**src/rtl/dmem_io_mp.sv**
```systemverilog
// Data memory and I/O block: byte-writable RAM, synchronised input ports with change
// capture, byte-writable output registers and a level interrupt. DMEMIO_TIMER_EN adds a timer.
module dmem_io_mp #(
  parameter int          RAM_DEPTH = 16,
  parameter logic [31:0] RAM_BASE  = 32'h0000_1000,
  parameter int          N_IN      = 2,
  parameter int          IN_W      = 16,
  parameter int          N_OUT     = 2,
  parameter int          OUT_W     = 16
) (
  input  logic                   clk,
  input  logic                   reset,
  input  logic                   we,
  input  logic [3:0]             be,
  input  logic [31:0]            a,
  input  logic [31:0]            wd,
  output logic [31:0]            rd,
  input  logic [N_IN*IN_W-1:0]   in_ports,
  output logic [N_OUT*OUT_W-1:0] out_ports,
  output logic                   irq
);

  localparam int          AW       = $clog2(RAM_DEPTH);
  localparam logic [29:0] IN_WA    = 30'h1fc0;
  localparam logic [29:0] OUT_WA   = 30'h1fd0;
  localparam logic [29:0] EDGE_WA  = 30'h1fe0;
  localparam logic [29:0] IE_WA    = 30'h1fe1;

  genvar gi;

  logic [29:0] word_addr;
  logic [31:0] wmask;
  logic        unused_bits;

  assign word_addr = a[31:2];

  generate
    for (gi = 0; gi < 4; gi++) begin : g_mask
      assign wmask[8*gi +: 8] = {8{be[gi]}};
    end
  endgenerate

  // Byte-lane alignment bits are never decoded; narrow registers only use low mask bits.
  assign unused_bits = ^{a[1:0], wmask};

  // ---------------------------------------------------------------- RAM
  logic [31:0]   mem [RAM_DEPTH];
  logic          ram_hit;
  logic [AW-1:0] ram_idx;

  assign ram_hit = (word_addr[29:AW] == RAM_BASE[31:AW+2]);
  assign ram_idx = word_addr[AW-1:0];

  always_ff @(posedge clk) begin
    if (we && ram_hit) begin
      for (int k = 0; k < 4; k++) begin
        if (be[k]) begin
          mem[ram_idx][8*k +: 8] <= wd[8*k +: 8];
        end
      end
    end
  end

  // ---------------------------------------------------------------- input ports
  logic [N_IN-1:0] in_hit;
  logic [N_IN-1:0] edge_set;
  logic [31:0]     in_word [N_IN];

  generate
    for (gi = 0; gi < N_IN; gi++) begin : g_in
      logic [IN_W-1:0] sync1_reg;
      logic [IN_W-1:0] sync2_reg;
      logic [IN_W-1:0] prev_reg;

      // prev resets to the same value as sync2 so no change is seen right after reset.
      always_ff @(posedge clk) begin
        if (reset) begin
          sync1_reg <= '0;
          sync2_reg <= '0;
          prev_reg  <= '0;
        end else begin
          sync1_reg <= in_ports[gi*IN_W +: IN_W];
          sync2_reg <= sync1_reg;
          prev_reg  <= sync2_reg;
        end
      end

      assign in_hit[gi]   = (word_addr == IN_WA + 30'(gi));
      assign edge_set[gi] = (sync2_reg != prev_reg);
      assign in_word[gi]  = 32'(sync2_reg);
    end
  endgenerate

  // ---------------------------------------------------------------- output ports
  logic [N_OUT-1:0] out_hit;
  logic [31:0]      out_word [N_OUT];

  generate
    for (gi = 0; gi < N_OUT; gi++) begin : g_out
      logic [OUT_W-1:0] out_reg;

      always_ff @(posedge clk) begin
        if (reset) begin
          out_reg <= '0;
        end else if (we && out_hit[gi]) begin
          out_reg <= (out_reg & ~wmask[OUT_W-1:0]) | (wd[OUT_W-1:0] & wmask[OUT_W-1:0]);
        end
      end

      assign out_hit[gi]                  = (word_addr == OUT_WA + 30'(gi));
      assign out_word[gi]                 = 32'(out_reg);
      assign out_ports[gi*OUT_W +: OUT_W] = out_reg;
    end
  endgenerate

  // ---------------------------------------------------------------- optional timer
  logic        timer_hit;
  logic [31:0] timer_rd;
  logic        timer_irq;

`ifdef DMEMIO_TIMER_EN
  localparam logic [29:0] TCNT_WA  = 30'h1ff0;
  localparam logic [29:0] TCMP_WA  = 30'h1ff1;
  localparam logic [29:0] TCTRL_WA = 30'h1ff2;

  logic [31:0] tcnt_reg;
  logic [31:0] tcmp_reg;
  logic        ten_reg;
  logic        tie_reg;
  logic        tmatch_reg;
  logic        tmatch_evt;
  logic        tcnt_wr;
  logic        tcmp_wr;
  logic        tctrl_wr;

  assign tcnt_wr    = we && (word_addr == TCNT_WA);
  assign tcmp_wr    = we && (word_addr == TCMP_WA);
  assign tctrl_wr   = we && (word_addr == TCTRL_WA);
  assign tmatch_evt = ten_reg && (tcnt_reg == tcmp_reg);

  always_ff @(posedge clk) begin
    if (reset) begin
      tcnt_reg   <= '0;
      tcmp_reg   <= 32'hffff_ffff;
      ten_reg    <= 1'b0;
      tie_reg    <= 1'b0;
      tmatch_reg <= 1'b0;
    end else begin
      // A CPU write to the counter takes precedence over both reload and increment.
      if (tcnt_wr) begin
        tcnt_reg <= (tcnt_reg & ~wmask) | (wd & wmask);
      end else if (tmatch_evt) begin
        tcnt_reg <= '0;
      end else if (ten_reg) begin
        tcnt_reg <= tcnt_reg + 32'd1;
      end
      if (tcmp_wr) begin
        tcmp_reg <= (tcmp_reg & ~wmask) | (wd & wmask);
      end
      if (tctrl_wr && be[0]) begin
        ten_reg <= wd[0];
        tie_reg <= wd[1];
      end
      if (tmatch_evt) begin
        tmatch_reg <= 1'b1;
      end else if (tctrl_wr && be[1] && wd[8]) begin
        tmatch_reg <= 1'b0;
      end
    end
  end

  assign timer_hit = (word_addr == TCNT_WA) || (word_addr == TCMP_WA) || (word_addr == TCTRL_WA);
  assign timer_irq = tmatch_reg & tie_reg;

  always_comb begin
    timer_rd = '0;
    if (word_addr == TCNT_WA)  timer_rd = tcnt_reg;
    if (word_addr == TCMP_WA)  timer_rd = tcmp_reg;
    if (word_addr == TCTRL_WA) timer_rd = {23'b0, tmatch_reg, 6'b0, tie_reg, ten_reg};
  end
`else
  assign timer_hit = 1'b0;
  assign timer_rd  = '0;
  assign timer_irq = 1'b0;
`endif

  // ---------------------------------------------------------------- change capture and irq
  logic            edge_hit;
  logic            ie_hit;
  logic [N_IN-1:0] edge_reg;
  logic [N_IN-1:0] edge_clr;
  logic [N_IN-1:0] ie_reg;
  logic            irq_reg;

  assign edge_hit = (word_addr == EDGE_WA);
  assign ie_hit   = (word_addr == IE_WA);
  assign edge_clr = (we && edge_hit) ? (wd[N_IN-1:0] & wmask[N_IN-1:0]) : '0;

  // A new change in the same cycle as a clear keeps the flag set.
  always_ff @(posedge clk) begin
    if (reset) begin
      edge_reg <= '0;
      ie_reg   <= '0;
      irq_reg  <= 1'b0;
    end else begin
      edge_reg <= (edge_reg & ~edge_clr) | edge_set;
      if (we && ie_hit) begin
        ie_reg <= (ie_reg & ~wmask[N_IN-1:0]) | (wd[N_IN-1:0] & wmask[N_IN-1:0]);
      end
      irq_reg <= (|(edge_reg & ie_reg)) | timer_irq;
    end
  end

  assign irq = irq_reg;

  // ---------------------------------------------------------------- read mux
  always_comb begin
    rd = '0;
    if (ram_hit) rd = mem[ram_idx];
    for (int i = 0; i < N_IN; i++) begin
      if (in_hit[i]) rd = in_word[i];
    end
    for (int j = 0; j < N_OUT; j++) begin
      if (out_hit[j]) rd = out_word[j];
    end
    if (edge_hit)  rd = 32'(edge_reg);
    if (ie_hit)    rd = 32'(ie_reg);
    if (timer_hit) rd = timer_rd;
  end

endmodule

```
**config.mk**
```make
export PLATFORM = sky130hd
export DESIGN_NAME = dmem_io_mp
export DESIGN_NICKNAME = d
export VERILOG_FILES = /design/src/rtl/dmem_io_mp.sv
export SDC_FILE = /design/constraint.sdc
export NUM_CORES = 1
export LEC_CHECK = 0
export CORE_ASPECT_RATIO = 0.8
export CORE_MARGIN = 2
export CORE_UTILIZATION = 45
export DETAILED_ROUTE_END_ITERATION = 7
export PLACE_DENSITY = 0.62
export SYNTH_ARGS = -nofsm -noshare
export SYNTH_HDL_FRONTEND = slang
export SYNTH_SLANG_ARGS = --single-unit
```
**constraint.sdc**
```tcl
create_clock -name clk -period 4.22 [get_ports clk]
set_input_delay 0.844 -clock clk [delete_from_list [all_inputs] [get_ports clk]]
set_output_delay 0.844 -clock clk [all_outputs]
set_load 0.05 [all_outputs]
```
==> results.json, run 1 <==
{
  "slew_headroom_pct": 44.40,
  "h-tree-depth": 2,
  "dp_hpwl_um": 38010,
  "grt_pass1_vias": 13660,
  "hold_path_class": "register to register",
  "fin_crit_sh_pct": 95.59,
  "final_net_count": 1768,
  "setup_viol": 0,
  "synth_area_leader_cell": "edfxtp_1",
  "whs_path_depth": 1,
  "crit_top_cell": "buf_4",
  "power_density_mw_per_mm2": 423.9,
  "cap_violations": 0,
  "path_clk_slew_ns": 0.06,
  "cp_max_fo": 6,
  "clkLatencyLatePin_ns": 0.62,
  "gr-usage-all-layers_pct": 20.25,
  "synth-seq-cells": 645,
  "ir_worst_vdd_uv": 370.0,
  "vias_per_cell": 5.552,
  "cp_cell_sequence": "clkdlybuf4s50_1, nor4_1, and4_1, buf_4, nand2_1, nor2_4, buf_8, o21ai_1, a31oi_1, buf_4, buf_12",
  "cts_buffers": 61,
  "rr_endpoint": "edge_reg[0]",
  "ys_types": 48,
  "drtPass1Iterations": 5,
  "syn_avg_cell_area_sq_um": 17.59,
  "max_freq_mhz": 247.9,
  "grt_setup_unrepaired": "no",
  "clock_skew_ns": 0.01357,
  "synth_area_leaders": "edfxtp_1, mux4_2, dfxtp_1, nor2b_1, nor2_1",
  "synth_most_common_cell": "edfxtp_1",
  "clk_path_buf_depth": 3,
  "cts_tree": "built",
  "grt_max_degree": 69,
  "cp.required_ns": 3.38,
  "root_buffer": "clkbuf_16",
  "hold_viol": 0,
  "die_h_um": 214.3,
  "worst_r2r_path_depth": 5,
  "synth_edf_count": 512,
  "cts_hold_buf": 0,
  "period_needed_ns": 4.034,
  "route.detailed.drc": 0,
  "final_core_util_pct": 55.38,
  "die_w_um": 266.9,
  "synthArstFlopShare_pct": 0,
  "dr.first_iter.drc_count": 1171,
  "r2r_slack_ns": 2.46,
  "syn_nets": 1517,
  "die_area_sq_mm": 0.05718,
  "outcome": "finished, final reports clean",
  "yosysTopAreaCellShare_pct": 61.81,
  "port-buffer-count": 165,
  "routabilityCongestion": 0.8526,
  "total_power_mw": 12.89,
  "instances_no_fill": 2427,
  "core-area_sq_mm": 0.05492,
  "min_to": "g_in[0].sync2_reg[11]",
  "cts.sinks": 645,
  "largest_reg_flops": 512,
  "wirelength_um": 57540,
  "placedCellCount": 2310,
  "pin_count": 168,
  "start_kind": "input port",
  "slew_violations": 0,
  "finalSetupTns_ns": 0,
  "grt_pass1_wl_um": 86620,
  "path_class": "input port to primary output",
  "start_util_pct": 45.29,
  "wire_per_inst_um": 23.71,
  "r2r_start": "g_in[0].sync2_reg[4]",
  "syn_area_sq_mm": 0.02487,
  "endpoint_kind": "primary output",
  "area_growth_pct": 22.27,
  "final_antenna_net_count": 0,
  "yosysSeqAreaShare_pct": 72.52,
  "drive_gt1_share_pct": 23.73,
  "yosysWarnings": 0,
  "rows": 77,
  "antenna_found_initial": 1,
  "synth_cells": 1414,
  "netlist_top_cells_count": "edfxtp_1, mux4_2, dfxtp_1",
  "regMostFlops": "mem",
  "min_from": "g_in[0].sync1_reg[11]",
  "cp.arrival_ns": 3.19,
  "max_slew.worst_pin.slew_ns": 0.8313,
  "synth_ff_type": "edfxtp_1",
  "leakage_nw": 10.31,
  "globalRouteOverflowTotal": 0,
  "max_stage_delay_ns": 0.41,
  "vias": 13480,
  "critPathSlowestCell": "clkdlybuf4s50_1"
}
==> worst max-delay path by stage <==
stage	cells past startpoint	from	endpoint	slack [ns]
floorplan	8	a[20]	rd[14]	-0.14
global placement	10	a[15]	rd[3]	-0.13
detailed placement	10	a[15]	rd[3]	-0.16
CTS	8	a[15]	rd[0]	-0.005
global route	11	a[30]	rd[3]	0.08
finish	11	a[30]	rd[3]	0.19
==> per-stage QoR <==
step                      worst slack (ns)  area, sq um  hold slack (ns)
after detailed placement           -0.1639        28340           0.4212
after global placement             -0.1287        28340           0.4194
after floorplan                    -0.1384        24950           0.4138
after global routing               0.08174        30410           0.4531
final                               0.1860        30410           0.4347
after CTS                        -0.004859        30340           0.4362
==> kinds of logic (layout without fill, tap and decap cells) <==
| group | count (synthesis) | in the layout | synth area share (%) |
|---|---|---|---|
| buffers and inverters | 90 | 391 | 1.504 |
| AOI/OAI and AO/OA | 156 | 156 | 3.964 |
| other | 0 | 1 | 0 |
| muxes | 169 | 169 | 14.10 |
| xor gates and xnor gates | 32 | 32 | 1.127 |
| DFF | 645 | 645 | 72.52 |
| and+or+nand+nor | 322 | 322 | 6.786 |
==> area by class of cell <==
type	instances	area (sq um)
fillers	4309	24500
flip-flops and latches	645	18040
multi-input cells	679	6571
repair buffers	277	2940
clock buffers	83	1672
well taps	711	889.6
clock inverters	30	296.5
inverters	1	3.754
diodes	1	2.502
==> where the power goes <==
group	internal (mW)	switching (mW)
combinational	0.276	0.303
sequential	6.89	0.0246
clock	3.13	2.28
total	10.3	2.60
==> cells in the final DEF (no fill, tap or decap), types with 4 or more instances in the layout <==
cell type	instances
o22a_1	13
nand2_1	57
nand3_1	11
dlymetal6s2s_1	4
bufinv_16	6
clkinv_2	9
clkinvlp_2	4
edfxtp_1	512
mux2i_1	23
clkbuf_1	18
o21ai_0	33
mux4_2	145
nor4_1	14
and2_1	19
a22oi_1	30
clkinv_1	9
nor2b_1	100
xor2_1	32
dfxtp_1	133
clkdlybuf4s50_1	124
a21oi_1	41
clkbuf_16	64
buf_12	40
buf_4	103
nor2_1	96
a31oi_2	10
o21ai_1	9
==> metal layers <==
| metal | share of wire (%) | GRT usage, % | routed length (um) |
|---|---|---|---|
| met5 | 0.033 | 0 | 19 |
| met4 | 2.0 | 5.112 | 1161 |
| met3 | 5.0 | 3.032 | 2880 |
| met2 | 47 | 31.30 | 27110 |
| met1 | 46 | 30.38 | 26370 |
==> timing repair <==
action / CTS / global route
gates cloned: 0 / 1
setup buffers: 0 / 2
gates resized for setup: 11 / 8
endpoints found under the setup margin: 16 / 16
pin swaps: 7 / 7
==> worst max-delay path, delay by kind of cell <==
kind / cells / cell delay, ns
buf+inv: 5 / 1.04
simple gates: 4 / 1.01
compound gates: 2 / 0.29
(Power assumes the default switching activity.)
==> run 2, diff against run 1 <==
- DONT_BUFFER_PORTS: not set -> 1
- PLACE_DENSITY: 0.62 -> 0.7
- clock period: 4.22 -> 3.42 ns (I/O delays scaled with it)
==> run 2 against run 1 <==
Compared with the run above: register-to-register slack got worse by 0.77 ns; clock skew rose by 0.0044 ns; largest cell class unchanged; worst setup slack got worse by 0.17 ns; first-iteration DRC count grew 19%.
==> results.json, run 2 (synthesis gave the netlist of run 1 again) <==
{
  "antenna_cells": 0,
  "die_area_sq_mm": 0.05718,
  "start_util_pct": 45.29,
  "vias": 13140,
  "finalWorstSetupSlack_ns": 0.01455,
  "route.detailed.drc": 0,
  "die_w_um": 266.9,
  "drtPass1Iterations": 7,
  "slew_headroom_pct": 47.67,
  "ir_worst_vdd_uv": 323.8,
  "path_clk_slew_ns": 0.06,
  "max_stage_delay_ns": 0.54,
  "max_freq_mhz": 293.6,
  "cp.arrival_ns": 2.72,
  "startpoint": "a[15]",
  "path_class": "input port to primary output",
  "antenna_found_initial": 0,
  "slew_violations": 0,
  "grt_max_degree": 139,
  "max_slew.worst_pin.slew_ns": 0.7849,
  "final_antenna_net_count": 0,
  "area_growth_pct": 17.79,
  "gr-usage-all-layers_pct": 19.65,
  "clkLatencyLatePin_ns": 0.58,
  "fin_crit_sh_pct": 99.57,
  "leakage_nw": 9.828,
  "rows": 77,
  "final_common_cell": "edfxtp_1",
  "rr_endpoint": "edge_reg[0]",
  "largest_reg_flops": 512,
  "critPathCapture": "rd[1]",
  "vias_per_cell": 5.746,
  "final_net_count": 1630,
  "power_density_mw_per_mm2": 550.0,
  "clk_path_buf_depth": 3,
  "total_power_mw": 16.11,
  "critPathSlowestCell": "or4b_4",
  "setup_viol": 0,
  "worst_r2r_path_depth": 5,
  "globalRouteOverflowTotal": 0,
  "hold_path_class": "input port to register",
  "outcome": "finished, final reports clean",
  "start_kind": "input port",
  "final_cell_mix": "edfxtp_1, mux4_2, dfxtp_1",
  "cap_violations": 0,
  "cts_hold_buf": 0,
  "wirelength_um": 55810,
  "grt_pass1_wl_um": 83770,
  "h-tree-depth": 3,
  "core-area_sq_mm": 0.05492,
  "cts.sinks": 645,
  "cp.required_ns": 2.74,
  "r2r_start": "g_in[0].sync2_reg[2]",
  "dp_hpwl_um": 34870,
  "port-buffer-count": 0,
  "dr.first_iter.drc_count": 1389,
  "endpoint_kind": "primary output",
  "cts_buffers": 67,
  "pin_count": 168,
  "die_h_um": 214.3,
  "period_needed_ns": 3.405,
  "clock_skew_ns": 0.01797,
  "root_buffer": "clkbuf_16",
  "hold_viol": 0,
  "cp_cell_sequence": "or4b_4, or3_4, or2_4, buf_6, o31a_1, o22ai_4",
  "grt_setup_unrepaired": "yes",
  "cts_tree": "built",
  "regMostFlops": "mem",
  "cts_setup_buffers": 0,
  "cp_max_fo": 4,
  "r2r_slack_ns": 1.69,
  "grt_pass1_vias": 13420,
  "routabilityCongestion": 0.8650,
  "pre_cts_ws_ns": -0.06078,
  "wire_per_inst_um": 24.40,
  "drive_gt1_share_pct": 25.82
}
## run 2: changes by cell type in the layout (fill, tap and decap cells not counted), sizes merged
cell,previous run,this run
bufinv,6,7
buf,147,133
clkinv,18,23
clkdlybuf4s50,124,0
dlymetal6s2s,4,0
diode,1,0
clkinvlp,4,1
## run 2: worst min-delay path by stage
stage / from / slack, ns / depth (start not counted) / end
after global routing: reset / 0.16 / 1 / g_in[1].prev_reg[13]
final: reset / 0.18 / 1 / g_in[1].sync1_reg[12]
after floorplan: g_in[0].sync1_reg[0] / 0.41 / 1 / g_in[0].sync2_reg[0]
after CTS: reset / 0.16 / 1 / g_in[0].sync2_reg[15]
after detailed placement: g_in[1].sync1_reg[4] / 0.42 / 1 / g_in[1].sync2_reg[4]
after global placement: g_in[1].sync1_reg[9] / 0.42 / 1 / g_in[1].sync2_reg[9]
## run 2: per-layer routing
layer / vias up / GRT usage (%) / share of wire, %
li1: 5742 / - / -
met1: 6851 / 27.12 / 41
met2: 472 / 31.79 / 50
met3: 76 / 4.467 / 7.9
met4: 0 / 5.019 / 1.6
met5: - / 0 / 0
## run 2: what timing repair did
item	CTS	global route
resized for setup	5	10
pin swaps	2	6
endpoints found under the setup margin	8	14
## run 2: critical path, delay by kind of cell
| family | cells | cell delay [ns] |
|---|---|---|
| buffers and inverters | 1 | 0.14 |
| and+or+nand+nor | 3 | 1.19 |
| AOI/OAI and AO/OA | 2 | 0.70 |
## run 2: layout make-up
class                   instances  area, sq um
clock buffers                  85         1859
clock inverters                33        341.6
fillers                      4219        25620
inverters                       1        3.754
multi-input cells             679         6748
flip-flops and latches        645        18040
well taps                     711        889.6
repair buffers                133         1419
## run 2: power by group
group | internal [mW] | leakage, nW | total, mW | switching, mW
sequential | 8.50 | 5.69 | 8.53 | 0.0312
clock | 4.37 | 1.08 | 7.23 | 2.86
combinational | 0.226 | 3.06 | 0.357 | 0.131
total | 13.1 | 9.83 | 16.1 | 3.02
## run 2: metrics by stage
step / setup TNS, ns / utilization [%] / instances / hold WS (ns) / cell area, sq um
2_1_floorplan: -0.1532 / - / 1414 / 0.4138 / 25170
3_3_place_gp: -0.1525 / 49.28 / 2169 / 0.4216 / 27060
3_5_place_dp: -0.1640 / 49.28 / 2169 / 0.4212 / 27060
4_1_cts: -0.009597 / 53.32 / 2287 / 0.1551 / 29280
5_1_grt: -0.01480 / 53.35 / 2287 / 0.1586 / 29300
6_report: 0 / 53.35 / 2287 / 0.1811 / 29300
==> run 3, diff against run 2 <==
- CELL_PAD_IN_SITES_DETAIL_PLACEMENT: not set -> 1
- CELL_PAD_IN_SITES_GLOBAL_PLACEMENT: not set -> 1
- PLACE_DENSITY: 0.7 -> 0.78
==> run 3 against run 2 <==
Compared with the run above: largest power group unchanged; largest cell class unchanged; global-route usage is 3.4 points higher; register-to-register slack better by 0.15 ns; design area down 0.35%; clock power fell by 3.2%; flip-flop and latch count unchanged; critical path type unchanged; highest routed layer unchanged.
==> results.json, run 3 (synthesis gave the netlist of run 1 again) <==
{
  "clk_path_buf_depth": 3,
  "max_freq_mhz": 293.8,
  "h-tree-depth": 3,
  "antenna_found_initial": 0,
  "cp.required_ns": 2.74,
  "port-buffer-count": 0,
  "regMostFlops": "mem",
  "max_stage_delay_ns": 0.55,
  "cap_violations": 0,
  "core-area_sq_mm": 0.05492,
  "max_slew.worst_pin.slew_ns": 0.8219,
  "grt_max_degree": 139,
  "total_power_mw": 15.89,
  "routabilityCongestion": 0.8327,
  "final_net_count": 1629,
  "leakage_nw": 9.748,
  "slew_violations": 0,
  "critPathSlowestCell": "or4b_4",
  "route.detailed.drc": 0,
  "rows": 77,
  "cpLargestDelayFamily": "simple AND/OR/NAND/NOR gates",
  "path_class": "input port to primary output",
  "grt_pass1_vias": 14730,
  "ir_worst_vdd_uv": 347.0,
  "die_h_um": 214.3,
  "placed_cell_area_sq_mm": 0.02706,
  "antenna_cells": 0,
  "largest_reg_flops": 512,
  "cp.arrival_ns": 2.72,
  "clkLatencyLatePin_ns": 0.59,
  "area_growth_pct": 17.38,
  "cts.sinks": 645,
  "die_w_um": 266.9,
  "hold_path_class": "input port to register",
  "wirelength_um": 64400,
  "grt_setup_unrepaired": "yes",
  "path_clk_slew_ns": 0.06,
  "slew_headroom_pct": 45.21,
  "final_area_sq_mm": 0.02920,
  "globalRouteOverflowTotal": 0,
  "cp_max_fo": 6,
  "vias": 13640,
  "gr-usage-all-layers_pct": 23.04,
  "cp_num_buf_inv": 2,
  "start_kind": "input port",
  "drive_gt1_share_pct": 25.86,
  "cts_buffers": 67,
  "period_needed_ns": 3.404,
  "final_common_cell": "edfxtp_1",
  "pin_count": 168,
  "wire_per_inst_um": 28.18,
  "clock_skew_ns": 0.01581,
  "dr.first_iter.drc_count": 1341,
  "die_area_sq_mm": 0.05718,
  "endpoint_kind": "primary output",
  "final_antenna_net_count": 0,
  "drtPass1Iterations": 7,
  "cp_cell_sequence": "or4b_4, or3_4, or2_4, nor2_4, buf_6, o21ai_1, a31oi_4, buf_12",
  "n_fill_cell": 4948,
  "setup_viol": 0,
  "cts_tree": "built",
  "cts_hold_buf": 0,
  "grt_pass1_wl_um": 96740,
  "start_util_pct": 45.29,
  "root_buffer": "clkbuf_16",
  "power_density_mw_per_mm2": 544.4,
  "final_cell_mix": "edfxtp_1, mux4_2, dfxtp_1",
  "dp_hpwl_um": 40340,
  "outcome": "finished, final reports clean",
  "hold_viol": 0,
  "fin_crit_sh_pct": 99.53,
  "vias_per_cell": 5.968,
  "r2r_slack_ns": 1.84
}
## run 3: layout make-up
type                       count  area, sq um  area share, %
sequential                   645        18040          61.78
multi-input combinational    679         6766          23.18
clock buffer                  86         1805          6.184
timing repair buffer         132         1431          4.903
tap                          711        889.6          3.047
clock inverter                31        261.5         0.8957
inverter                       1        3.754        0.01286
## run 3: worst paths after layout
| path | to | depth (start not counted) | from |
|---|---|---|---|
| hold / removal | g_in[1].sync1_reg[6] | 1 | reset |
| hold reg to reg | g_in[1].sync2_reg[0] | 1 | g_in[1].sync1_reg[0] |
| setup / recovery | rd[5] | 8 | a[15] |
| setup reg to reg | edge_reg[0] | 5 | g_in[0].sync2_reg[4] |
## run 3: power breakdown
group / switching (mW) / internal (mW)
sequential: 0.0333 / 8.50
combinational: 0.137 / 0.227
clock: 2.96 / 4.03
## run 3: metrics by stage
step           cells  utilization, %  setup WS [ns]  setup TNS, ns  hold slack (ns)
5_1_grt         2285           53.16       -0.01524       -0.05390           0.1462
4_1_cts         2285           53.09       0.002334              0           0.1304
3_5_place_dp    2167           49.28        -0.1279        -0.3199           0.4282
3_3_place_gp    2167           49.28        -0.1302        -0.3116           0.4243
2_1_floorplan   1414               -        -0.1405        -0.1532           0.4138
6_report        2285           53.16        0.01622              0           0.1605
## run 3: metal layers
metal | track usage (%) | part of all wire, % | wire length (um)
met5 | 0 | 0 | 0
met4 | 8.670 | 3.6 | 2305
met3 | 5.593 | 7.8 | 5031
met2 | 37.01 | 49 | 31390
met1 | 30.61 | 40 | 25670
## run 3: worst register-to-register path, delay by kind of cell (launching register included)
kind / cells / cell delay (ns)
compound gates: 1 / 0.18
xor+xnor: 1 / 0.12
flops: 1 / 0.48
simple gates: 3 / 0.69
## run 3: repair_timing
action,CTS,global route
buffers inserted,0,0
resized for setup,10,15
setup endpoints to repair,8,13
cloned,1,0
pin swaps,2,3
